**config.mk**
```make
export PLATFORM = sky130hd
export DESIGN_NAME = neureka_norm_serializer_flat
export DESIGN_NICKNAME = d
export VERILOG_FILES = /design/src/rtl/neureka_norm_serializer_if.sv /design/src/rtl/neureka_norm_serializer.sv /design/src/flat_wrapper.sv
export SDC_FILE = /design/constraint.sdc
export NUM_CORES = 1
export LEC_CHECK = 0
export ABC_AREA = 1
export CORE_MARGIN = 2
export CORE_UTILIZATION = 50
export DETAILED_ROUTE_END_ITERATION = 10
export HOLD_SLACK_MARGIN = 0.02
export PLACE_DENSITY = 0.76
export SYNTH_ARGS = -nofsm -noshare
export SYNTH_HDL_FRONTEND = slang
export SYNTH_SLANG_ARGS = --single-unit
```
**constraint.sdc**
```tcl
create_clock -name clk_i -period 4.55 [get_ports clk_i]
set_clock_uncertainty 0.15 [all_clocks]
set_input_delay 0.91 -clock clk_i [delete_from_list [all_inputs] [get_ports clk_i]]
set_output_delay 0.91 -clock clk_i [all_outputs]
set_load 0.02 [all_outputs]
```
**src/rtl/neureka_norm_serializer_if.sv**
```systemverilog
// Valid/ready stream bundle carrying a data word and byte strobes.
interface hwpe_stream_intf_stream #(
    parameter int unsigned DATA_WIDTH = 32
) ();
    logic                      valid;
    logic                      ready;
    logic [DATA_WIDTH-1:0]     data;
    logic [DATA_WIDTH/8-1:0]   strb;

    modport source (output valid, output data, output strb, input ready);
    modport sink   (input valid, input data, input strb, output ready);
endinterface

```
**src/rtl/neureka_norm_serializer.sv**
```systemverilog
// Splits wide normalization words into 8/16/32-bit elements, extended to OUT_W,
// one element per output handshake, with a single holding word and same-cycle refill.
module neureka_norm_serializer #(
    parameter int unsigned BW    = 256,
    parameter int unsigned OUT_W = 32,
    parameter int unsigned LEN_W = 16
) (
    input  logic                   clk_i,
    input  logic                   rst_ni,
    input  logic                   clear_i,
    input  logic                   enable_i,
    input  logic                   start_i,
    input  logic [1:0]             mode_i,
    input  logic                   signed_i,
    input  logic [LEN_W-1:0]       len_i,
    hwpe_stream_intf_stream.sink   norm_i,
    hwpe_stream_intf_stream.source norm_o,
    output logic                   busy_o,
    output logic                   done_o,
    output logic [LEN_W-1:0]       count_o
);

    localparam int unsigned IDX_W = $clog2(BW / 8);
    localparam int unsigned SH_W  = IDX_W + 5;

    typedef enum logic [1:0] {IDLE, RUN, DONE} state_e;

    state_e             state_q, state_d;
    logic [1:0]         mode_q, mode_d;
    logic               signed_q, signed_d;
    logic [LEN_W-1:0]   remaining_q, remaining_d;
    logic [LEN_W-1:0]   count_q, count_d;
    logic [IDX_W-1:0]   idx_q, idx_d;
    logic [BW-1:0]      word_q, word_d;
    logic               reg_valid_q, reg_valid_d;

    logic [IDX_W-1:0]   epw_m1;
    logic [SH_W-1:0]    shamt;
    logic [BW-1:0]      shifted;
    logic [OUT_W-1:0]   elem_ext;
    logic               last_in_word, run, out_valid, out_hs, in_ready, in_hs;

    // Element geometry follows the latched mode; reserved mode 11 behaves as 32b.
    always_comb begin
        epw_m1 = IDX_W'(BW / 32 - 1);
        shamt  = SH_W'(idx_q) << 5;
        case (mode_q)
            2'b00: begin
                epw_m1 = IDX_W'(BW / 8 - 1);
                shamt  = SH_W'(idx_q) << 3;
            end
            2'b01: begin
                epw_m1 = IDX_W'(BW / 16 - 1);
                shamt  = SH_W'(idx_q) << 4;
            end
            default: ;
        endcase
    end

    assign shifted = word_q >> shamt;

    always_comb begin
        case (mode_q)
            2'b00:   elem_ext = signed_q ? OUT_W'($signed(shifted[7:0]))  : OUT_W'(shifted[7:0]);
            2'b01:   elem_ext = signed_q ? OUT_W'($signed(shifted[15:0])) : OUT_W'(shifted[15:0]);
            default: elem_ext = signed_q ? OUT_W'($signed(shifted[31:0])) : OUT_W'(shifted[31:0]);
        endcase
    end

    assign run          = (state_q == RUN);
    assign last_in_word = (idx_q == epw_m1) | (remaining_q == LEN_W'(1));
    assign out_valid    = reg_valid_q & enable_i & run;
    assign out_hs       = out_valid & norm_o.ready;
    assign in_ready     = run & enable_i & (~reg_valid_q | (last_in_word & norm_o.ready));
    assign in_hs        = in_ready & norm_i.valid;

    assign norm_i.ready = in_ready;
    assign norm_o.valid = out_valid;
    assign norm_o.data  = reg_valid_q ? elem_ext : '0;
    assign norm_o.strb  = '1;

    assign busy_o  = run;
    assign done_o  = (state_q == DONE);
    assign count_o = count_q;

    // Clear outranks everything; with enable low the whole block holds still.
    always_comb begin
        state_d     = state_q;
        mode_d      = mode_q;
        signed_d    = signed_q;
        remaining_d = remaining_q;
        count_d     = count_q;
        idx_d       = idx_q;
        word_d      = word_q;
        reg_valid_d = reg_valid_q;

        if (clear_i) begin
            state_d     = IDLE;
            remaining_d = '0;
            count_d     = '0;
            idx_d       = '0;
            reg_valid_d = 1'b0;
        end else if (enable_i) begin
            case (state_q)
                IDLE: begin
                    if (start_i) begin
                        mode_d      = mode_i;
                        signed_d    = signed_i;
                        remaining_d = len_i;
                        count_d     = '0;
                        idx_d       = '0;
                        reg_valid_d = 1'b0;
                        state_d     = (len_i != '0) ? RUN : DONE;
                    end
                end
                RUN: begin
                    if (out_hs) begin
                        idx_d       = idx_q + 1'b1;
                        remaining_d = remaining_q - 1'b1;
                        count_d     = count_q + 1'b1;
                        if (last_in_word) begin
                            reg_valid_d = 1'b0;
                        end
                    end
                    // The final element retires the job; a word accepted alongside it is dropped.
                    if (out_hs && remaining_q == LEN_W'(1)) begin
                        idx_d   = '0;
                        state_d = DONE;
                    end else if (in_hs) begin
                        word_d      = norm_i.data;
                        reg_valid_d = 1'b1;
                        idx_d       = '0;
                    end
                end
                DONE: begin
                    state_d = IDLE;
                end
                default: state_d = IDLE;
            endcase
        end
    end

    always_ff @(posedge clk_i or negedge rst_ni) begin
        if (!rst_ni) begin
            state_q     <= IDLE;
            mode_q      <= 2'b00;
            signed_q    <= 1'b0;
            remaining_q <= '0;
            count_q     <= '0;
            idx_q       <= '0;
            word_q      <= '0;
            reg_valid_q <= 1'b0;
        end else begin
            state_q     <= state_d;
            mode_q      <= mode_d;
            signed_q    <= signed_d;
            remaining_q <= remaining_d;
            count_q     <= count_d;
            idx_q       <= idx_d;
            word_q      <= word_d;
            reg_valid_q <= reg_valid_d;
        end
    end

endmodule

```
**src/flat_wrapper.sv**
```systemverilog
// flat-port wrapper written by rule: the top's interface ports become plain ports
module neureka_norm_serializer_flat 
#(
    parameter int unsigned BW    = 256,
    parameter int unsigned OUT_W = 32,
    parameter int unsigned LEN_W = 16
)
  (clk_i, rst_ni, clear_i, enable_i, start_i, mode_i, signed_i, len_i, busy_o, done_o, count_o, norm_i_valid, norm_i_data, norm_i_strb, norm_i_ready, norm_o_valid, norm_o_data, norm_o_strb, norm_o_ready);
  hwpe_stream_intf_stream #(.DATA_WIDTH(BW)) norm_i_i ();
  hwpe_stream_intf_stream #(.DATA_WIDTH(OUT_W)) norm_o_i ();
  input  logic clk_i;
  input  logic rst_ni;
  input  logic clear_i;
  input  logic enable_i;
  input  logic start_i;
  input  logic [1:0] mode_i;
  input  logic signed_i;
  input  logic [LEN_W-1:0] len_i;
  output logic busy_o;
  output logic done_o;
  output logic [LEN_W-1:0] count_o;
  input wire logic [$bits(norm_i_i.valid)-1:0] norm_i_valid;
  input wire logic [$bits(norm_i_i.data)-1:0] norm_i_data;
  input wire logic [$bits(norm_i_i.strb)-1:0] norm_i_strb;
  output wire logic [$bits(norm_i_i.ready)-1:0] norm_i_ready;
  output wire logic [$bits(norm_o_i.valid)-1:0] norm_o_valid;
  output wire logic [$bits(norm_o_i.data)-1:0] norm_o_data;
  output wire logic [$bits(norm_o_i.strb)-1:0] norm_o_strb;
  input wire logic [$bits(norm_o_i.ready)-1:0] norm_o_ready;
  assign norm_i_i.valid = norm_i_valid;
  assign norm_i_i.data = norm_i_data;
  assign norm_i_i.strb = norm_i_strb;
  assign norm_i_ready = norm_i_i.ready;
  assign norm_o_valid = norm_o_i.valid;
  assign norm_o_data = norm_o_i.data;
  assign norm_o_strb = norm_o_i.strb;
  assign norm_o_i.ready = norm_o_ready;
  neureka_norm_serializer #(.BW(BW), .OUT_W(OUT_W), .LEN_W(LEN_W)) u_core (.clk_i(clk_i), .rst_ni(rst_ni), .clear_i(clear_i), .enable_i(enable_i), .start_i(start_i), .mode_i(mode_i), .signed_i(signed_i), .len_i(len_i), .norm_i(norm_i_i), .norm_o(norm_o_i), .busy_o(busy_o), .done_o(done_o), .count_o(count_o));
endmodule
```
Word-level counts from Yosys, hierarchy flattened
Index checks and enable logic that the tools add are counted.
- output and inout port bits: 56
- flip-flop bits (word level): 299
- input port bits: 314
- bitwise operators: 12
- multiplexer cells: 37
- reductions and logical operators: 12
- equality and inequality tests: 9
- add/sub/neg operators: 3
- shifts and indexed selects: 1
- operator list (cell ; count):
    right shift 256 x 10 -> 32 bit ; 1
    2-to-1 mux 16 bit ; 8
    2-to-1 mux 32 bit ; 3
    case mux 16 bit (2 select lines) ; 2
    case mux 32 bit (2 select lines) ; 1
    2-to-1 mux 5 bit ; 6
    case mux 10 bit (2 select lines) ; 1
    case mux 5 bit (2 select lines) ; 2
    adder 16 x 1 -> 16 bit, second input constant ; 1
    equality test 16 x 1 -> 1 bit, second input constant ; 1
    nonzero test 16 bit ; 1
    subtractor 16 x 1 -> 16 bit, second input constant ; 1
    AND reduction 4 bit ; 3
    2-to-1 mux 2 bit ; 5
    != test 3 bit, second input constant ; 3
    bitwise AND 1 bit ; 7
    2-to-1 mux 1 bit ; 7
    AND reduction 3 bit ; 2
    adder 5 x 1 -> 5 bit, second input constant ; 1
    equality test 5 bit ; 1
    != test 5 bit, second input constant ; 1
    AND reduction 5 bit ; 1
    equality test 2 x 1 -> 1 bit, second input constant ; 2
    logical NOT 2 bit ; 2
    8 further kinds ; 11

Logic depth before layout (Yosys ltp)
Gate-level depths: netlist (run 1).
- depth in word-level cells: 13
- mapped depth: 16
- gate-level depth less buffers: 14

Least setup slack after synthesis (run 1)
No wires, ideal clock.
- path type: reg-to-output
- start point: register u_core.mode_q[1]
- end point: output port norm_o_data[12]
- buffers on the path: 3
- slack: 1.429 ns
- required time: 3.490 ns
- cell stages (with the launch flop): 15
- data arrival time: 2.061 ns
- path through: dfrtp_1 > inv_2 > nand2_2 > nor2_2 > buf_4 > buf_4 > buf_2 > a21oi_1 > o21ai_0 > o21ai_0 > nand2_1 > nand3_1 > nand3_1 > nand3_1 > a21oi_1
- cells in the longest elaborated chain, start to end: 6
- RTL lines (item ; line ; source):
    from (decl) ; neureka_norm_serializer.sv:29 ; logic [1:0] mode_q, mode_d;
    from (signal assigned) ; neureka_norm_serializer.sv:155 ; mode_q <= mode_d;
    equality test 2 x 1 -> 1 bit or logical NOT 2 bit (tied branches) ; neureka_norm_serializer.sv:47, neureka_norm_serializer.sv:63 ;
    case mux 10 bit (2 select lines) ; neureka_norm_serializer.sv:47 ; case (mode_q)
    right shift 256 x 10 -> 32 bit ; neureka_norm_serializer.sv:60 ; assign shifted = word_q >> shamt;
    2-to-1 mux 32 bit (on tied branches) ; neureka_norm_serializer.sv:65, neureka_norm_serializer.sv:64 ;
    case mux 32 bit (2 select lines) * ; neureka_norm_serializer.sv:63 ; case (mode_q)
    2-to-1 mux 32 bit * ; neureka_norm_serializer.sv:79 ; assign norm_o.data = reg_valid_q ? elem_ext : '0;
    to (decl) ; flat_wrapper.sv:27 ; output wire logic [$bits(norm_o_i.data)-1:0] norm_o_data;
Every way passes the cells marked *; elsewhere a longest branch is shown, timed or not.

Worst setup path after layout (run 1)
- start point: register u_core.mode_q[1]
- end point: output port norm_o_data[24]
The elaborated chain is that of the path after synthesis.

==> results.cfg, run 1 <==
[run_status]
status = finished with violations
violations = negative setup slack

[power_and_ir_drop]
p_sw_mw = 9.17
swShare = 0.499
cellPowerDensity_nw_per_um2 = 684
vdd_drop_max_mv = 0.457
clkPwrFrac = 0.147
p_comb_frac = 0.590
p_int_mw = 9.22
leakage_nw = 13.6
p_seq_frac = 0.262

[placed_design]
port_buffers = 333
place_hpwl_um = 59600
place_congestion = 1.00
place_inst = 4178

[timing]
finalCritPeriodShare = 1.04
worst_pin_slew_ns = 0.883
whs_ns = 0.269
max_slew_margin = 0.412
max_freq_ghz = 0.212
rsz0062_at_grt = yes
slew_violations = 0
min_period_ns = 4.72
fin_tns_setup_ns = -0.800
hold_viol = 0
fin_ws_ns = -0.167
setup_viol = 5

[floorplanning]
die_x_um = 212
die-area_um2 = 45000
rows = 76
io_pins = 370
die_h_um = 212
core_area_um2 = 42900
initial_core_util = 0.505

[synthesis]
syn_area_um2 = 21700
yosys.area.top_type = dfrtp_1
avgSynthCellArea_um2 = 6.32
ys_types = 46
yosys_warnings = 0
synth_seq_cells = 299
ys_top_cells_by_area = dfrtp_1, nand3_1, nand2_1
syn_inst = 3429
synth_top_area_share = 0.345
yosysSeqAreaShare = 0.345

[detailed_routing]
first_iter_violations = 3595
viasPerCell = 5.76
vias = 24400
drc = 0
wirelength_um = 80900
wl_per_cell_um = 19.1
ant_nets = 0
first_pass_iters = 6

[finish]
layout_commonest_cell = nand2_1
fill_cells = 4002
syn2layout_area_growth_pct = 24.2
layout.nets = 3957
layout.cells.non_filler = 4245
seqCellArea_um2 = 7480
n_antenna_cell = 0
post-route-util = 0.627
drive_gt1_frac = 0.0549
mostFrequentLayoutCells = nand2_1, nand3_1, inv_1
multi_input_area_um2 = 11700

[critical_path]
slowest_delay_ns = 0.62
path_max_fanout = 35
crit_type = flip-flop to primary output
crit_top_cell = nand3_1
cp.arrival_ns = 3.66
crit_slowest_cell = clkdlybuf4s50_1
worstSetupEndpointType = primary output
cp_data_required_time_ns = 3.49
crit_chain = inv_2, buf_4, nand3_1, nand2_8, inv_16, buf_6, nand3_1, nand3_1, nand3_1, nand3_1, nand4_1, nand3_2, nand2_1, inv_1, clkdlybuf4s50_1
worst_setup_path_start_kind = flip-flop

[global_route]
grt_max_degree = 151
antenna_found_initial = 1
grt_pass1_vias = 21700
grt_first_pass_wirelength_um = 122000
grtUsageTotal = 0.348
grt_remaining_overflow = 0

[clock_tree]
insertion_delay_ns = 0.58
cts-buffers-inserted = 31
clk_pin_slew_ns = 0.06
cts_tree = done
cts_root_buffer = clkbuf_16
cts_max_path_buffers = 3
cts.sinks = 299
h-tree-depth = 1
holdBufCountCts = 0

[worst_hold_path]
worstHoldPathType = input port to asynchronous set/reset pin

[run]
maxCapViolations = 0
## critical path: cells and delay by family, from the launching register on
family | cells | cell delay, ns
flip-flops | 1 | 0.41
buffers and inverters | 6 | 1.33
AND/OR/NAND/NOR | 9 | 1.29
## synthesized netlist by cell type, drive strengths merged
cell type  instances
nand3            845
nor3b              1
a31oi             16
ha                 4
a21o               1
nand2           1066
a32o               1
inv              333
or2                2
a21boi             1
o21bai             1
o22ai             15
a21oi             98
o31ai              5
a22oi              1
and2               7
xnor2              1
a221oi             7
xor2               7
clkinv             2
o211ai             7
nor2              97
o21ai            313
buf              236
nor4               4
o221ai             5
conb               1
nor3              24
nand4              4
and3               1
clkbuf            24
dfrtp            299
## layout make-up
class | instances | area share
Inverter | 335 | 0.0477
Multi-Input combinational cell | 2540 | 0.435
Sequential cell | 299 | 0.278
Tap cell | 585 | 0.0272
Timing Repair Buffer | 432 | 0.172
Clock buffer | 39 | 0.0322
Clock inverter | 15 | 0.00809
## power groups by stage
stage          combinational, mW  clock (mW)  sequential [mW]
2_1_floorplan               7.14           0             4.37
3_3_place_gp                10.1           0             4.76
3_5_place_dp                10.2           0             4.78
4_1_cts                     10.4        2.74             4.77
5_1_grt                     11.8        2.85             4.91
6_report                    10.9        2.71             4.82
## per-stage QoR
| stage | total power, mW | instance area [um^2] | setup WS, ns |
|---|---|---|---|
| 5_1_grt | 19.5 | 26900 | -0.306 |
| 3_5_place_dp | 15.0 | 25500 | 0.313 |
| 6_report | 18.4 | 26900 | -0.167 |
| 4_1_cts | 17.9 | 26700 | -0.218 |
| 2_1_floorplan | 11.5 | 21700 | 1.43 |
| 3_3_place_gp | 14.9 | 25500 | 0.327 |
## cell families after synthesis
family,count (synthesis),share of synthesized area
AO/OA/AOI/OAI,471,0.116
XOR/XNOR,8,0.00324
adder cells (fa/ha/maj),4,0.00231
buffers and inverters,595,0.121
flip-flops,299,0.345
other,1,0.000173
AND/OR/NAND/NOR,2051,0.412
## layer usage
layer	wire length, um	up-vias	track usage
met5	0	-	0
met4	3090	0	0.124
met3	8100	175	0.0471
met2	34000	1433	0.503
met1	35800	11200	0.528
li1	-	11700	-
## timing repair
item	in CTS	in global routing
setup buffers	4	4
gates cloned	1	4
setup endpoints to repair	31	28
pin swaps	1	4
gates resized for setup	25	57
## worst paths after layout
check	start	to	slack, ns	cells after the start
worst max-delay path	u_core.mode_q[1]	norm_o_data[24]	-0.17	15
worst min-delay path	rst_ni	u_core.word_q[78]	0.27	1
worst max register to register	u_core.mode_q[1]	u_core.word_q[252]	1.53	12
worst min register to register	u_core.word_q[105]	u_core.word_q[105]	0.34	2
max in group asynchronous	rst_ni	u_core.word_q[210]	3.06	2
min in group clk_i	u_core.word_q[105]	u_core.word_q[105]	0.34	2
## registers in the layout, summed over array words and instances (netlist names)
register,cells
u_core.word_q,256
u_core.mode_q,2
u_core.reg_valid_q,1
u_core.state_q,2
u_core.idx_q,5
u_core.remaining_q,16
u_core.count_o,16
u_core.signed_q,1
Power figures use the tool's default switching activity.
==> inputs of run 2 (changes only) <==
- CORE_MARGIN: 2 -> 4
- CORE_UTILIZATION: 50 -> 30
- PLACE_DENSITY: 0.76 -> unset
==> results.cfg, run 2 (synthesis gave the netlist of run 1 again) <==
[run_status]
status = finished clean

[clock_tree]
clk_pin_slew_ns = 0.06
cts-buffers-inserted = 37
cts_root_buffer = clkbuf_16
cts_tree = done
insertion_delay_ns = 0.55
cts_max_path_buffers = 3
cts.sinks = 299
h-tree-depth = 2
holdBufCountCts = 0

[worst_hold_path]
worstHoldPathType = input port to asynchronous set/reset pin

[finish]
regMostFlops = u_core.word_q
layout.cells.non_filler = 4655
largest_reg_flops = 256
seqCellArea_um2 = 7480
mostFrequentLayoutCells = nand2_1, nand3_1, inv_1
multi_input_area_um2 = 11700
final_cell_area_um2 = 27800
syn2layout_area_growth_pct = 28.6
layout.nets = 3992
drive_gt1_frac = 0.0679
fill_cells = 7650
layout_commonest_cell = nand2_1

[detailed_routing]
drc = 0
ant_nets = 0
first_pass_iters = 8
first_iter_violations = 2598
wirelength_um = 92600
wl_per_cell_um = 19.9
vias = 24100
viasPerCell = 5.18

[run]
maxCapViolations = 0

[timing]
worst_pin_slew_ns = 0.884
finalCritPeriodShare = 0.975
rsz0062_at_grt = yes
min_period_ns = 4.44
max_freq_ghz = 0.225
hold_viol = 0
setup_viol = 0
slew_violations = 0
whs_ns = 0.279
max_slew_margin = 0.411

[critical_path]
worst_setup_path_start_kind = flip-flop
cp.arrival_ns = 3.38
path_max_fanout = 13
worstSetupEndpointType = primary output
cp_data_required_time_ns = 3.49
crit_type = flip-flop to primary output

[power_and_ir_drop]
p_int_mw = 9.54
vdd_drop_max_mv = 0.418
design_power_total_mw = 18.9
swShare = 0.495
leakage_nw = 13.7
cellPowerDensity_nw_per_um2 = 679
clkPwrFrac = 0.157
p_comb_frac = 0.587
p_sw_mw = 9.35
p_seq_frac = 0.256

[floorplanning]
core_area_um2 = 71500
initial_core_util = 0.303
die-area_um2 = 76600
rows = 98
die_h_um = 277
die_x_um = 277
io_pins = 370

[global_route]
grt_max_degree = 129
antenna_found_initial = 14
grt_pass1_vias = 22300
grtUsageTotal = 0.227
grt_remaining_overflow = 0
grt_first_pass_wirelength_um = 137000

[placed_design]
place_hpwl_um = 67900
port_buffers = 333
place_congestion = 0.941
placed_cell_area_um2 = 26100
place_inst = 4549
run 2: power by group through the flow:
stage	Clock (mW)	Sequential (mW)	Combinational [mW]
2_1_floorplan	0	4.37	7.14
3_3_place_gp	0	4.81	10.4
3_5_place_dp	0	4.83	10.5
4_1_cts	3.04	4.80	10.6
5_1_grt	3.15	4.94	12.2
6_report	2.97	4.83	11.1
run 2: path summary, 6_finish.rpt:
kind                            depth (start not counted)  slack, ns                  to               start
worst max-delay path                                   18       0.11     norm_o_data[21]    u_core.mode_q[1]
worst min-delay path                                    1       0.28  u_core.word_q[245]              rst_ni
worst max register to register                         12       1.54  u_core.word_q[104]    u_core.mode_q[1]
worst min register to register                          2       0.34  u_core.word_q[255]  u_core.word_q[255]
max in group asynchronous                               2       3.09   u_core.count_o[1]              rst_ni
min in group clk_i                                      2       0.34  u_core.word_q[255]  u_core.word_q[255]
run 2: cell type report:
cell class | instances | share of cell area
diodes | 6 | 0.000539
clock buffers | 54 | 0.0399
clock inverters | 10 | 0.00319
inverters | 335 | 0.0462
multi-input cells | 2539 | 0.420
flip-flops and latches | 299 | 0.269
well taps | 950 | 0.0427
repair buffers | 462 | 0.178
run 2: per-stage QoR:
stage                     setup TNS (ns)  setup WS (ns)  utilization
after detailed placement               0          0.273        0.364
after floorplan                        0           1.43            -
after CTS                         -0.453         -0.149        0.385
final                                  0          0.112        0.389
after global placement                 0          0.244        0.364
after global routing              -0.110        -0.0567        0.389
run 2: repair_timing:
| item | 4_1_cts | 5_1_grt |
|---|---|---|
| pin swaps | 1 | 3 |
| gates cloned | 4 | 6 |
| gates resized for setup | 49 | 65 |
| endpoints found under the setup margin | 31 | 29 |
| setup buffers | 5 | 21 |
run 2: worst max-delay path: stages, from the launching register on:
cell	delay, ns
dfrtp_2	0.45
inv_4	0.10
buf_4	0.14
nand2_2	0.09
nor2_4	0.21
buf_4	0.20
clkbuf_16	0.18
nand2_1	0.08
nand3_1	0.08
nand3_1	0.08
nand3_1	0.09
nand3_1	0.10
nand4_1	0.18
buf_4	0.16
nand3_4	0.12
buf_4	0.16
nand2_2	0.13
inv_1	0.05
dlymetal6s2s_1	0.20
run 2: metal layers:
layer,vias to the layer above,part of all wire,GRT usage
met5,-,0.0015,0
met4,18,0.027,0.0588
met3,126,0.092,0.0594
met2,975,0.44,0.343
met1,11200,0.44,0.321
li1,11800,-,-
